==> src/rtl/xor_frame_ctrl.sv <==
// rtl/xor_frame_ctrl.sv - serialises a captured key and message into an XOR engine, then waits for done
// Optional WAIT-state timeout is enabled by defining XOR_FRAME_CTRL_TIMEOUT_EN.
module xor_frame_ctrl #(
   parameter int KEY_W   = 8,
   parameter int MSG_W   = 16,
   parameter int TIMEOUT = 255
) (
   input  logic                     iClk,
   input  logic                     iRst,
   input  logic                     iEn,
   input  logic                     iTick,
   input  logic                     iStart,
   input  logic                     iAbort,
   input  logic [KEY_W-1:0]         iKey,
   input  logic [$clog2(KEY_W)-1:0] iKey_len,
   input  logic [MSG_W-1:0]         iMsg,
   input  logic [$clog2(MSG_W)-1:0] iMsg_len,
   input  logic                     iDone_flag,
   output logic                     oLoad_key,
   output logic                     oLoad_msg,
   output logic                     oData_ser,
   output logic                     oBusy,
   output logic                     oDone,
   output logic                     oErr
);

   localparam int CW = $clog2(((KEY_W > MSG_W) ? KEY_W : MSG_W) + 1);

   typedef enum logic [2:0] {IDLE, KEY, GAP, MSG, WAIT, FIN} state_t;

   state_t           state, state_nx;
   logic [KEY_W-1:0] key_q, key_sh;
   logic [MSG_W-1:0] msg_q, msg_sh;
   logic [CW-1:0]    key_len_q, msg_len_q, key_len_eff, msg_len_eff;
   logic [CW-1:0]    cnt, cnt_nx;
   logic             capture;

`ifdef XOR_FRAME_CTRL_TIMEOUT_EN
   localparam int TW = $clog2(TIMEOUT + 1);
   logic [TW-1:0] to_cnt, to_cnt_nx;
   logic          to_fire, err_q;
`endif

   // A zero length field selects the full register width.
   assign key_len_eff = (iKey_len == '0) ? CW'(KEY_W) : CW'(iKey_len);
   assign msg_len_eff = (iMsg_len == '0) ? CW'(MSG_W) : CW'(iMsg_len);
   assign capture     = (state == IDLE) & iEn & iStart;

   // Shifting by the bit position keeps every access at the MSB.
   assign key_sh = key_q << cnt;
   assign msg_sh = msg_q << cnt;

   always_comb begin
      state_nx = state;
      cnt_nx   = cnt;
`ifdef XOR_FRAME_CTRL_TIMEOUT_EN
      to_cnt_nx = to_cnt;
      to_fire   = 1'b0;
`endif
      if ((state != IDLE) && iAbort) begin
         state_nx = IDLE;
         cnt_nx   = '0;
`ifdef XOR_FRAME_CTRL_TIMEOUT_EN
         to_cnt_nx = '0;
`endif
      end else if (iEn) begin
         case (state)
            IDLE: begin
               if (iStart) begin
                  state_nx = KEY;
                  cnt_nx   = '0;
               end
            end
            KEY: begin
               if (iTick) begin
                  if (cnt + CW'(1) >= key_len_q) begin
                     state_nx = GAP;
                     cnt_nx   = '0;
                  end else begin
                     cnt_nx = cnt + CW'(1);
                  end
               end
            end
            GAP: begin
               if (iTick) state_nx = MSG;
            end
            MSG: begin
               if (iTick) begin
                  if (cnt + CW'(1) >= msg_len_q) begin
                     state_nx = WAIT;
                     cnt_nx   = '0;
                  end else begin
                     cnt_nx = cnt + CW'(1);
                  end
               end
            end
            WAIT: begin
               if (iDone_flag) begin
                  state_nx = FIN;
`ifdef XOR_FRAME_CTRL_TIMEOUT_EN
                  to_cnt_nx = '0;
               end else if (iTick) begin
                  if (to_cnt + TW'(1) >= TW'(TIMEOUT)) begin
                     state_nx  = IDLE;
                     to_cnt_nx = '0;
                     to_fire   = 1'b1;
                  end else begin
                     to_cnt_nx = to_cnt + TW'(1);
                  end
`endif
               end
            end
            FIN:     state_nx = IDLE;
            default: state_nx = IDLE;
         endcase
      end
   end

   always_ff @(posedge iClk or negedge iRst) begin
      if (!iRst) begin
         state     <= IDLE;
         cnt       <= '0;
         key_q     <= '0;
         msg_q     <= '0;
         key_len_q <= '0;
         msg_len_q <= '0;
`ifdef XOR_FRAME_CTRL_TIMEOUT_EN
         to_cnt    <= '0;
         err_q     <= 1'b0;
`endif
      end else begin
         state <= state_nx;
         cnt   <= cnt_nx;
         if (capture) begin
            key_q     <= iKey;
            msg_q     <= iMsg;
            key_len_q <= key_len_eff;
            msg_len_q <= msg_len_eff;
         end
`ifdef XOR_FRAME_CTRL_TIMEOUT_EN
         to_cnt <= to_cnt_nx;
         err_q  <= to_fire;
`endif
      end
   end

   assign oLoad_key = (state == KEY);
   assign oLoad_msg = (state == MSG);
   assign oData_ser = (state == KEY) ? key_sh[KEY_W-1] :
                      (state == MSG) ? msg_sh[MSG_W-1] : 1'b0;
   assign oBusy     = (state != IDLE);
   assign oDone     = (state == FIN);
`ifdef XOR_FRAME_CTRL_TIMEOUT_EN
   assign oErr      = err_q;
`else
   assign oErr      = 1'b0;
`endif

endmodule

==> config.mk <==
export PLATFORM = sky130hd
export DESIGN_NAME = xor_frame_ctrl
export DESIGN_NICKNAME = d
export VERILOG_FILES = /design/src/rtl/xor_frame_ctrl.sv
export SDC_FILE = /design/constraint.sdc
export NUM_CORES = 1
export LEC_CHECK = 0
export BUFFER_PORTS_ARGS = -buffer_cell sky130_fd_sc_hd__buf_2
export CAP_MARGIN = 20
export CORE_MARGIN = 2
export CORE_UTILIZATION = 45
export CTS_CLUSTER_SIZE = 16
export DETAILED_ROUTE_END_ITERATION = 8
export PLACE_DENSITY = 0.7
export SLEW_MARGIN = 20
export SYNTH_ARGS = -nofsm -noshare
export SYNTH_HDL_FRONTEND = slang
export SYNTH_SLANG_ARGS = --single-unit
==> constraint.sdc <==
create_clock -name iClk -period 2.3 [get_ports iClk]
set_input_delay 0.46 -clock iClk [delete_from_list [all_inputs] [get_ports iClk]]
set_output_delay 0.46 -clock iClk [all_outputs]
set_load 0.01 [all_outputs]
# Yosys cells after proc, flatten, opt, wreduce, memory -nomap -nowiden
# Cells that the tools add are included.
word_totals:
  input_bits: 38
  reg_bits: 42
  out_inout_bits: 6
  word_cells: 56
classes:
  shifts: 2
  n_lt_le_gt_ge: 2
  addsub: 1
  n_bitwise: 2
  reduce_logical: 9
  mux: 22
  eq_ne: 12
ops:
  columns: ["cell", "n"]
  rows:
  - ["2-to-1 mux 5 bit", 8]
  - ["2-to-1 mux 3 bit", 9]
  - ["<< shifter 16 x 5 -> 16 bit", 1]
  - ["one-hot mux 3 bit (5 select lines)", 1]
  - ["one-hot mux 5 bit (3 select lines)", 1]
  - ["greater-or-equal comparator 5 bit", 2]
  - ["!= test 3 x 2 -> 1 bit (second input constant)", 3]
  - ["AND reduction 8 bit", 1]
  - ["<< shifter 8 x 5 -> 8 bit", 1]
  - ["== test 3 x 2 -> 1 bit (second input constant)", 2]
  - ["== test 3 bit (second input constant)", 2]
  - ["logical NOT 3 bit", 2]
  - ["!= test 3 x 1 -> 1 bit (second input constant)", 2]
  - ["!= test 3 bit (second input constant)", 2]
  - ["adder 5 x 1 -> 5 bit (second input constant)", 1]
  - ["AND reduction 5 bit", 1]
  - ["logical NOT 4 bit", 1]
  - ["2-to-1 mux 4 bit", 1]
  - ["nonzero test 4 bit", 1]
  - ["== test 3 x 1 -> 1 bit (second input constant)", 1]
  - ["nonzero test 3 bit", 1]
  - ["AND 1 bit", 2]
  - ["2-to-1 mux 1 bit", 2]
  - ["nonzero test 2 bit", 1]
  - ["logical AND 1 bit", 1]

# Depth between registers and ports, before layout
depth:
  word_depth: 7
  ltp_mapped: 10
  mapped_depth_nobuf: 10

# Worst setup path after synthesis
# Ideal clock, no wire load.
synth_path:
  path_type: "flip-flop to flip-flop"
  from: "reg cnt[0]"
  to: "reg cnt[1]"
  path_buffers: 0
  setup_ns: 0.095
  t_arrival_ns: 2.298
  setup_slack_ns: -0.093
  stages_incl_launch_ff: 11
  required_ns: 2.205
  period_less_slack_ns: 2.393
  path_cell_list: "dfrtp_1 ha_1 nor2b_1 nand2b_1 ha_1 or2_2 a21oi_1 o21ai_1 a21boi_2 o21ai_1 o31ai_1"
synth_via:
  elab_chain_cells: 7
  word_cells_on_any_way: 10
  classes_between: "add/sub (1); order compare (2); mux (7)"
synth_rtl:
  columns: ["item", "line_no", "source"]
  rows:
  - ["start: declaration", "35", "logic [CW-1:0] cnt, cnt_nx;"]
  - ["start signal: assignment", "133", "cnt <= cnt_nx;"]
  - ["adder 5 x 1 -> 5 bit *", null, null]
  - ["greater-or-equal comparator 5 bit, on equally long branches", "89, 76", null]
  - ["2-to-1 mux 5 bit, on equally long branches", "89, 76", null]
  - ["2-to-1 mux 5 bit, on equally long branches", "88, 75", null]
  - ["one-hot mux 5 bit (3 select lines) *", "67", "case (state)"]
  - ["2-to-1 mux 5 bit *", "66", "end else if (iEn) begin"]
  - ["2-to-1 mux 5 bit *", "60", "if ((state != IDLE) && iAbort) begin"]
# Mark *: on every way between the ends. The rest lies on a longest branch, timed or not. The select of a mux whose other input is x is not followed.
# A chain may end at the register's enable or synchronous reset.

# Final worst setup path
layout_path:
  from: "reg cnt[0]"
  to: "reg state[2]"
layout_via:
  elab_chain_cells: 4
  word_cells_on_any_way: 6
  classes_between: "add/sub (1); order compare (2); eq/ne (2); reduce/logical (1)"
layout_rtl:
  columns: ["item", "line_no", "source"]
  rows:
  - ["adder 5 x 1 -> 5 bit *", "76, 89", null]
  - ["greater-or-equal comparator 5 bit, on equally long branches", "89, 76", null]
  - ["!= test 3 x 1 -> 1 bit (no line)", null, null]
  - ["AND reduction 8 bit (no line) *", null, null]
  - ["end signal: assignment", "132", "state <= state_nx;"]
  - ["end: declaration", "31", "state_t state, state_nx;"]
# Mark *: on every way between the ends. The rest lies on a longest branch, timed or not.

==> metrics.txt <==
H-tree levels 2; IO buf count 42; reg2reg end state[2]; Power Density 1220 nW/µm²; Iter 0 DRT Violations 98; Max Clk Rate 0.391 GHz; Worst Skew 0.00871 ns; Max Cap Viol 0; dominant synthesized flop cell dfrtp_1; first-pass GRT wire length 7900 µm; Syn Inst Count 201; Crit Path Max Fanout 4; Hold Fails Final Rpt 0; most frequent cells in the layout 42 x buf_2, 41 x dfrtp_1, 30 x mux2_2; Final period util 1.11; initial antenna violation count 0; DIE HEIGHT 75.2 µm; Post-DRT Antenna Nets 0; YS warnings 0; Yosys reg bits 41; Ports 44; failing checks negative setup slack; CTS tree yes; post-route cell area 2900 µm²; sw frac 0.335; metal2 WL 2330 µm; DR pass1 iterations 4; nature of the critical path startpoint register; sequential share of the synthesized area 0.450; Total Wirelength 4850 µm; leading cell type in the layout, fill and taps excluded buf_2; clock buffer depth 2; internal cell power 0.00234 W; WL met1 2190 µm; status finished, violations left; syn_nets 248; Total GRT Usage 0.188; dpl ws -0.175 ns; die area 5650 µm²; Leak 1.29 nW; clk sinks 41; DR DRC count 0; Hold Path Class in2async; diode count 0; crit path DAT 2.79 ns; Setup Crit Path Kind reg2reg; vias in the first global route 1676; reg2reg setup slack -0.26 ns; Worst Max-Slew Pin Slew 0.540 ns; Worst Reg-to-Reg Cells 11; R2R Path Start cnt[0]; CTS Hold Bufs 0; number of buffers created by CTS 5; die width 75.2 µm; final worst path period need 2.56 ns; GR Overflow Total 0; Reg power frac 0.355; Post-synth EDFFs 0; RSZ-0062 raised after global routing yes; Peak VDD IR 0.000611 V; Final #Nets 304; P_sw 0.00118 W; layout cells sized above 1 0.504; core region area 4820 µm²; clock latency at the later pin of the worst-skew pair 0.30 ns; Avg Inst Size Synth 11.3 µm²; Final Wtd Congestion 0.802; hpwl dp 3460 µm; relative slew slack 0.637; Layout Utilization 0.601; Final setup viols 5; Wirelength per Cell 14.9 µm; largest net degree at the start of global routing 40; Cell variety after synth 44; Clock power frac 0.197; crit path capture type register; site row count 25; Filler Cell Count 397; highest metal layer with signal wires met4; Final Max Tran Viols 0; vias 1720; clock-pin transition on the worst setup and hold timing paths 0.08 ns; Post-DP Area 2650 µm²; Synth Cell Area 2280 µm²; clock root buffer clkbuf_8; layout overhead on the synthesized area 27.1%; DR WL met3 232 µm; Critical Path RT 2.53 ns; DR vias/cell 5.29; Final WS setup -0.260 ns; logic gate share of total power 0.449; Synth async-reset ratio 1.00; Starting Density 0.473
power by group through the flow:
| stage | logic (W) | clock network (W) | registers [W] |
|---|---|---|---|
| after floorplan | 0.00111 | 0 | 0.00115 |
| after global placement | 0.00138 | 0 | 0.00123 |
| after detailed placement | 0.00141 | 0 | 0.00126 |
| after CTS | 0.00150 | 0.000708 | 0.00125 |
| after global routing | 0.00173 | 0.000739 | 0.00129 |
| final | 0.00158 | 0.000693 | 0.00125 |
area by class of cell:
class	count	area (µm²)	share of cell area
inverters	11	41.3	0.0143
multi-input cells	137	1240	0.428
flip-flops and latches	41	1030	0.354
clock inverters	3	65.1	0.0225
well taps	67	83.8	0.0289
repair buffers	61	373	0.129
clock buffers	5	68.8	0.0238
timing repair:
action                                  4_1_cts  5_1_grt
resized for setup                             6       11
buffers inserted                              3        0
pin swaps                                     4        6
endpoints found under the setup margin        8        9
hold endpoints to repair                      0        0
metrics by stage:
stage / hold WS, ns / TNS [ns] / power, W / cells
floorplan: 0.164 / -0.0179 / 0.00226 / 201
global placement: 0.379 / -0.577 / 0.00261 / 314
detailed placement: 0.379 / -0.899 / 0.00267 / 314
CTS: 0.0538 / -1.17 / 0.00345 / 325
global route: 0.0612 / -1.52 / 0.00377 / 325
finish: 0.0518 / -0.813 / 0.00352 / 325
cells by family after synthesis:
family                   after synthesis  synth area share
AO/OA/AOI/OAI                         35             0.111
XOR/XNOR                               2           0.00769
adder cells (fa/ha/maj)                9            0.0494
buffers and inverters                 23            0.0456
flip-flops                            41             0.450
multiplexers                          36             0.208
other                                  1           0.00165
AND/OR/NAND/NOR                       54             0.126
state kept, by name, summed over array words and instances, names as in the netlist:
register,cells
cnt,5
key_len_q,4
key_q,8
msg_len_q,5
msg_q,16
state,3
worst max-delay path by stage:
stage / startpoint / end / slack (ns)
3_3_place_gp: cnt[0] / cnt[1] / -0.15
3_5_place_dp: cnt[0] / cnt[1] / -0.17
4_1_cts: cnt[0] / oData_ser / -0.27
6_report: cnt[0] / state[2] / -0.26
5_1_grt: cnt[0] / state[2] / -0.33
2_1_floorplan: cnt[0] / cnt[1] / -0.01
cells in the mapped netlist, types with 2 or more instances:
| cell type | n | area (µm²) |
|---|---|---|
| mux2_2 | 30 | 338 |
| ha_1 | 9 | 113 |
| or3_1 | 3 | 18.8 |
| nand2_1 | 18 | 67.6 |
| inv_1 | 11 | 41.3 |
| nor2b_1 | 2 | 12.5 |
| buf_2 | 8 | 40.0 |
| nand3_1 | 4 | 20.0 |
| o21ai_1 | 3 | 15.0 |
| buf_4 | 2 | 15.0 |
| nor2_1 | 9 | 33.8 |
| o31ai_1 | 2 | 15.0 |
| dfrtp_1 | 41 | 1030 |
| mux4_2 | 6 | 135 |
| or2_2 | 2 | 12.5 |
| o211ai_1 | 3 | 22.5 |
| or4b_2 | 2 | 20.0 |
| a21oi_1 | 7 | 35.0 |
| o21ai_0 | 9 | 45.0 |
| clkbuf_1 | 2 | 7.51 |
| nor3_1 | 3 | 15.0 |
| nand2b_1 | 3 | 18.8 |
worst max-delay path, stage by stage (launching register included):
cell and delay (ns):
dfrtp_1 0.42, ha_2 0.19, nor2b_2 0.17, nand2b_4 0.16, ha_4 0.26, or2_4 0.11, a21oi_4 0.05, o31ai_2 0.24
a21boi_2 0.13, buf_4 0.16, or4_4 0.50, o211ai_2 0.08
per-layer routing:
| metal | up-vias | GRT usage |
|---|---|---|
| met5 | - | 0 |
| met4 | 0 | 0.0702 |
| met3 | 9 | 0.0509 |
| met2 | 49 | 0.294 |
| met1 | 828 | 0.254 |
| li1 | 834 | - |
(Power assumes the default switching activity.)
